## src/rtl/cineraria_core_gpio_edgecap.sv

```systemverilog
// Pin-side input conditioner and edge-capture interrupt unit for the GPIO ports.
// Synchronises raw pin levels, optionally glitch-filters them on a prescaled tick,
// captures selected edges into sticky W1C bits and raises a maskable level irq.
// 4-word Avalon-MM slave: registered readdata, zero write wait states.
module cineraria_core_gpio_edgecap #(
    parameter int WIDTH       = 32,
    parameter int SYNC_STAGES = 2
) (
    input  logic             clk,
    input  logic             reset_n,
    input  logic [1:0]       address,
    input  logic             chipselect,
    input  logic             write_n,
    input  logic [31:0]      writedata,
    output logic [31:0]      readdata,
    input  logic [WIDTH-1:0] pin_in,
    output logic             irq
);

    localparam logic [2:0] PRIME_SAT = 3'(SYNC_STAGES + 1);

    logic [WIDTH-1:0] sync_q [SYNC_STAGES];
    logic [WIDTH-1:0] sync_out;
    logic [WIDTH-1:0] samp_q;
    logic [WIDTH-1:0] filt_q;
    logic [WIDTH-1:0] prev_q;
    logic [WIDTH-1:0] mask_q;
    logic [WIDTH-1:0] capture_q;
    logic [WIDTH-1:0] capture_d;
    logic [WIDTH-1:0] rise;
    logic [WIDTH-1:0] fall;
    logic [WIDTH-1:0] clr;
    logic [WIDTH-1:0] stable;
    logic [15:0]      div_q;
    logic [15:0]      presc_q;
    logic             rise_en_q;
    logic             fall_en_q;
    logic [2:0]       prime_q;
    logic             edge_en_q;
    logic             tick;
    logic             wr_en;
    logic             wr_mask;
    logic             wr_edge;
    logic             wr_ctrl;
    logic [31:0]      rd_mux;

    assign wr_en    = chipselect & ~write_n;
    assign wr_mask  = wr_en && (address == 2'd1);
    assign wr_edge  = wr_en && (address == 2'd2);
    assign wr_ctrl  = wr_en && (address == 2'd3);
    assign sync_out = sync_q[SYNC_STAGES-1];

    // Synchroniser chain: stage 0 samples the raw pins.
    always_ff @(posedge clk or negedge reset_n) begin
        if (!reset_n) begin
            for (int i = 0; i < SYNC_STAGES; i++) begin
                sync_q[i] <= '0;
            end
        end else begin
            sync_q[0] <= pin_in;
            for (int i = 1; i < SYNC_STAGES; i++) begin
                sync_q[i] <= sync_q[i-1];
            end
        end
    end

    // A CTRL write reloads the prescaler and suppresses the tick in that cycle.
    assign tick   = (div_q != 16'd0) && (presc_q == 16'd0) && !wr_ctrl;
    assign stable = ~(sync_out ^ samp_q);

    // Prescaler and glitch filter; DIV==0 bypasses the filter entirely.
    always_ff @(posedge clk or negedge reset_n) begin
        if (!reset_n) begin
            presc_q <= '0;
            samp_q  <= '0;
            filt_q  <= '0;
        end else begin
            if (wr_ctrl) begin
                presc_q <= writedata[23:8];
            end else if (div_q != 16'd0) begin
                presc_q <= (presc_q == 16'd0) ? div_q : presc_q - 16'd1;
            end
            if (div_q == 16'd0) begin
                filt_q <= sync_out;
            end else if (tick) begin
                samp_q <= sync_out;
                filt_q <= (filt_q & ~stable) | (sync_out & stable);
            end
        end
    end

    // Priming: edge_en is registered one cycle past saturation because prev lags
    // filt by one more flop than the synchroniser, so the first filt==1 at reset
    // release would otherwise still look like a rising edge.
    always_ff @(posedge clk or negedge reset_n) begin
        if (!reset_n) begin
            prime_q   <= '0;
            edge_en_q <= 1'b0;
            prev_q    <= '0;
        end else begin
            if (prime_q != PRIME_SAT) begin
                prime_q <= prime_q + 3'd1;
            end
            edge_en_q <= (prime_q == PRIME_SAT);
            prev_q    <= filt_q;
        end
    end

    // Edge detect and sticky capture; a set in the same cycle as a clear wins.
    always_comb begin
        rise      = filt_q & ~prev_q & {WIDTH{rise_en_q & edge_en_q}};
        fall      = ~filt_q & prev_q & {WIDTH{fall_en_q & edge_en_q}};
        clr       = wr_edge ? writedata[WIDTH-1:0] : '0;
        capture_d = (capture_q & ~clr) | rise | fall;
    end

    // Software-visible registers and the registered interrupt.
    always_ff @(posedge clk or negedge reset_n) begin
        if (!reset_n) begin
            capture_q <= '0;
            mask_q    <= '0;
            rise_en_q <= 1'b1;
            fall_en_q <= 1'b0;
            div_q     <= '0;
            irq       <= 1'b0;
        end else begin
            capture_q <= capture_d;
            if (wr_mask) begin
                mask_q <= writedata[WIDTH-1:0];
            end
            if (wr_ctrl) begin
                rise_en_q <= writedata[0];
                fall_en_q <= writedata[1];
                div_q     <= writedata[23:8];
            end
            irq <= |(capture_q & mask_q);
        end
    end

    // Read mux; unused upper bits read as zero.
    always_comb begin
        rd_mux = '0;
        unique case (address)
            2'd0: rd_mux[WIDTH-1:0] = filt_q;
            2'd1: rd_mux[WIDTH-1:0] = mask_q;
            2'd2: rd_mux[WIDTH-1:0] = capture_q;
            2'd3: begin
                rd_mux[0]    = rise_en_q;
                rd_mux[1]    = fall_en_q;
                rd_mux[23:8] = div_q;
            end
            default: rd_mux = '0;
        endcase
    end

    // Registered read data, updated every clock regardless of chipselect.
    always_ff @(posedge clk or negedge reset_n) begin
        if (!reset_n) begin
            readdata <= '0;
        end else begin
            readdata <= rd_mux;
        end
    end

endmodule

```

## config.mk

```make
export PLATFORM = sky130hd
export DESIGN_NAME = cineraria_core_gpio_edgecap
export DESIGN_NICKNAME = d
export VERILOG_FILES = /design/src/rtl/cineraria_core_gpio_edgecap.sv
export SDC_FILE = /design/constraint.sdc
export NUM_CORES = 1
export LEC_CHECK = 0
export ABC_CLOCK_PERIOD_IN_PS = 2200
export CORE_UTILIZATION = 43
export DETAILED_ROUTE_END_ITERATION = 12
export DONT_BUFFER_PORTS = 1
export SLEW_MARGIN = 20
export SYNTH_ARGS = -nofsm -noshare
export SYNTH_HDL_FRONTEND = slang
export SYNTH_SLANG_ARGS = --single-unit
```

## constraint.sdc

```tcl
create_clock -name clk -period 2.2 [get_ports clk]
set_clock_uncertainty 0.15 [all_clocks]
set_input_delay 0.11 -clock clk [delete_from_list [all_inputs] [get_ports clk]]
set_output_delay 0.11 -clock clk [all_outputs]
set_load 0.1 [all_outputs]
```

==> out/metrics.cfg <==
[run_status]
status=finished with violations
violations=hold timing, setup timing

[synthesis]
synthSimpleGateAreaFrac_pct=12.85
synth.area.mux_share_pct=11.80
yosys_warnings=0
synth.area.top_cells=dfrtp_1 61%, mux2_4 3.7%, nand2_1 3.7%
syn-num-nets=1041
syn-cell-area_sq_um=12040
synth_top_family_by_area=simple AND/OR/NAND/NOR gates
synth_edf_count=0
syn_inst=967
yosysMostFrequentCell=dfrtp_1
synthArstFlopShare_pct=100.0
synth_top_area_cell=dfrtp_1
synth_commonest_cells=294 x dfrtp_1, 118 x nand2_1, 96 x nor2_1
ys_seq_area_share_pct=61.31
synth_adder_area_share_pct=0.4156
synth.top_cell.area_share_pct=61.09
syn_avg_cell_area_sq_um=12.45
synth_compound_area_share_pct=10.90
synth_xor_area_share_pct=0.2909
ys.flop_type=dfrtp_1
ys_ff_latch=295
synth_cell_types=58

[place]
place_congestion=0.8884
dpl.hpwl_mm=19.72
port_buffers=0
pre_cts_slack_ns=-0.1186
place_area_sq_um=13200

[setup_path]
worstPathMaxFanout=13
cp-end-kind=flop
worst_ep_required_time_ns=2.50
reg2regPathDepth=6
crit_type=flop to flop
startpoint_type=flop
worst_r2r_endpoint=samp_q[1]
cp_slowest_stage_delay_ns=0.58
worstPathCellList=or4_4 -> nor4_4 -> and2_4 -> nand2_8 -> buf_12 -> mux2_4
arrival_ns=2.52
r2r_slack_ns=-0.02
r2r-start=presc_q[7]
slowest_stage=or4_4

[clocking]
cts_buffers=31
clock_path_buffers=3
clkSinkCount=295
clk_pin_slew_ns=0.06
h-tree-depth=1
cts_root_buf=clkbuf_16
cts_tree=done
clock_latency_ns=0.57

[timing]
whs_ns=-0.9111
fmax_mhz=450.6
rsz0062_at_grt=true
finalCriticalPeriod_ns=2.219
finalSetupTns_ns=-0.1576
slew_headroom_pct=26.39
setup_viol=25
fin_ws_ns=-0.01915
final_hold_viol_count=296
period_share_pct=100.9
drv_slew=0
tightest_slew_ns=1.104

[detailed_routing]
finalWirelength_mm=31.40
wire_per_inst_um=19.94
drcViolationCount=0
drtPass1Iterations=6
viasPerCell=5.556
drtIter0Drc=856
dr_total_vias=8750
antenna_left=0

[grt]
grt_pass1_wl_mm=49.93
antenna_found_initial=1
grt_usage_pct=22.46
gr-total-overflow=0
grt_max_degree=296
first_global_vias=8882

[cells_and_area]
area_growth_syn_to_layout_pct=29.08
stdcell_area_sq_um=15540
fin_nets=1252
drive_gt1_share_pct=23.15

[power_and_ir_drop]
p_sw_mw=4.114
p_comb_share_pct=19.1
swShare_pct=28.89
p_clk_share_pct=36.4
leakage_nw=7.091
total_power_mw=14.24
intPower_mw=10.13
seqPwrFrac_pct=44.5
powerDensity_nw_per_um2=916.1
peakVddDrop_uv=829.5

[die]
start_util_pct=44.31
die_h_um=169.4
io_pins=103
fp.dieW_um=169.4
core_sq_um=27180
dieArea_sq_um=28680
row_count=60

[worst_hold_path]
hold_path_class=primary input to asynchronous set/reset pin

[job]
drv_cap=0

[repair_timing]
item / 4_1_cts / 5_1_grt
hold buffers: 112 / 1
pin swaps: 2 / 6
resized for setup: 5 / 25
setup endpoints to repair: 68 / 76
buffers inserted: 2 / 2
hold endpoints to repair: 457 / 297
[layout make-up]
cell class / count / area (sq um)
fill: 2283 / 11630
sequential: 295 / 7385
multi-input combinational: 611 / 4462
timing repair buffer: 230 / 2180
clock buffer: 45 / 888.4
tap: 372 / 465.4
clock inverter: 11 / 126.4
inverter: 9 / 33.78
antenna: 2 / 5.005
[per-layer routing]
layer / vias to the layer above / wire length [um] / track usage [%]
li1: 3949 / - / -
met1: 4458 / 14210 / 32.24
met2: 286 / 14410 / 35.09
met3: 57 / 1824 / 3.405
met4: 0 / 957 / 7.246
met5: - / 0 / 0
[power groups by stage]
stage	clock (mW)	sequential [mW]	combinational (mW)
2_1_floorplan	0	6.94	0.941
4_1_cts	5.31	6.29	2.65
3_3_place_gp	0	6.37	2.37
5_1_grt	5.54	6.39	2.90
3_5_place_dp	0	6.39	2.39
6_report	5.19	6.33	2.72
[critical path: cells and delay by family, from the launching register on]
family / cells / cell delay, ns
buffers and inverters: 1 / 0.16
DFF: 1 / 0.43
muxes: 1 / 0.30
and+or+nand+nor: 4 / 1.05
[logic make-up after synthesis]
kind of cell | count (synthesis)
multiplexers | 100
flip-flops | 295
AND/OR/NAND/NOR | 324
adder cells (fa/ha/maj) | 4
XOR/XNOR | 4
buffers and inverters | 61
AO/OA/AOI/OAI | 179
[per-stage QoR]
step	hold WS (ns)	utilization, %	std cells
3_3_place_gp	-0.3207	48.56	1400
4_1_cts	-0.9213	56.74	1570
6_report	-0.9111	57.20	1575
5_1_grt	-0.9329	57.19	1574
2_1_floorplan	-0.3356	-	967
3_5_place_dp	-0.3210	48.56	1400
[worst max path at each step]
stage | start | endpoint | cells after the start
floorplan | presc_q[5] | samp_q[10] | 7
global placement | presc_q[5] | samp_q[7] | 6
detailed placement | presc_q[5] | samp_q[29] | 6
CTS | presc_q[5] | samp_q[1] | 6
global route | presc_q[3] | samp_q[1] | 6
finish | presc_q[7] | samp_q[1] | 6
[layout by cell type, fill, tap and decap left out, drive strengths merged, types with 10 or more instances in the layout]
cell	count
a21oi	46
a221o	33
a22oi	15
buf	121
clkbuf	45
dfrtp	294
dlygate4sd3	109
inv	11
mux2	66
mux2i	16
mux4	18
nand2	119
nand3	11
nor2	97
nor3	33
nor3b	32
o21ai	24
o22ai	10
o32a	24
(Power assumes the default switching activity.)
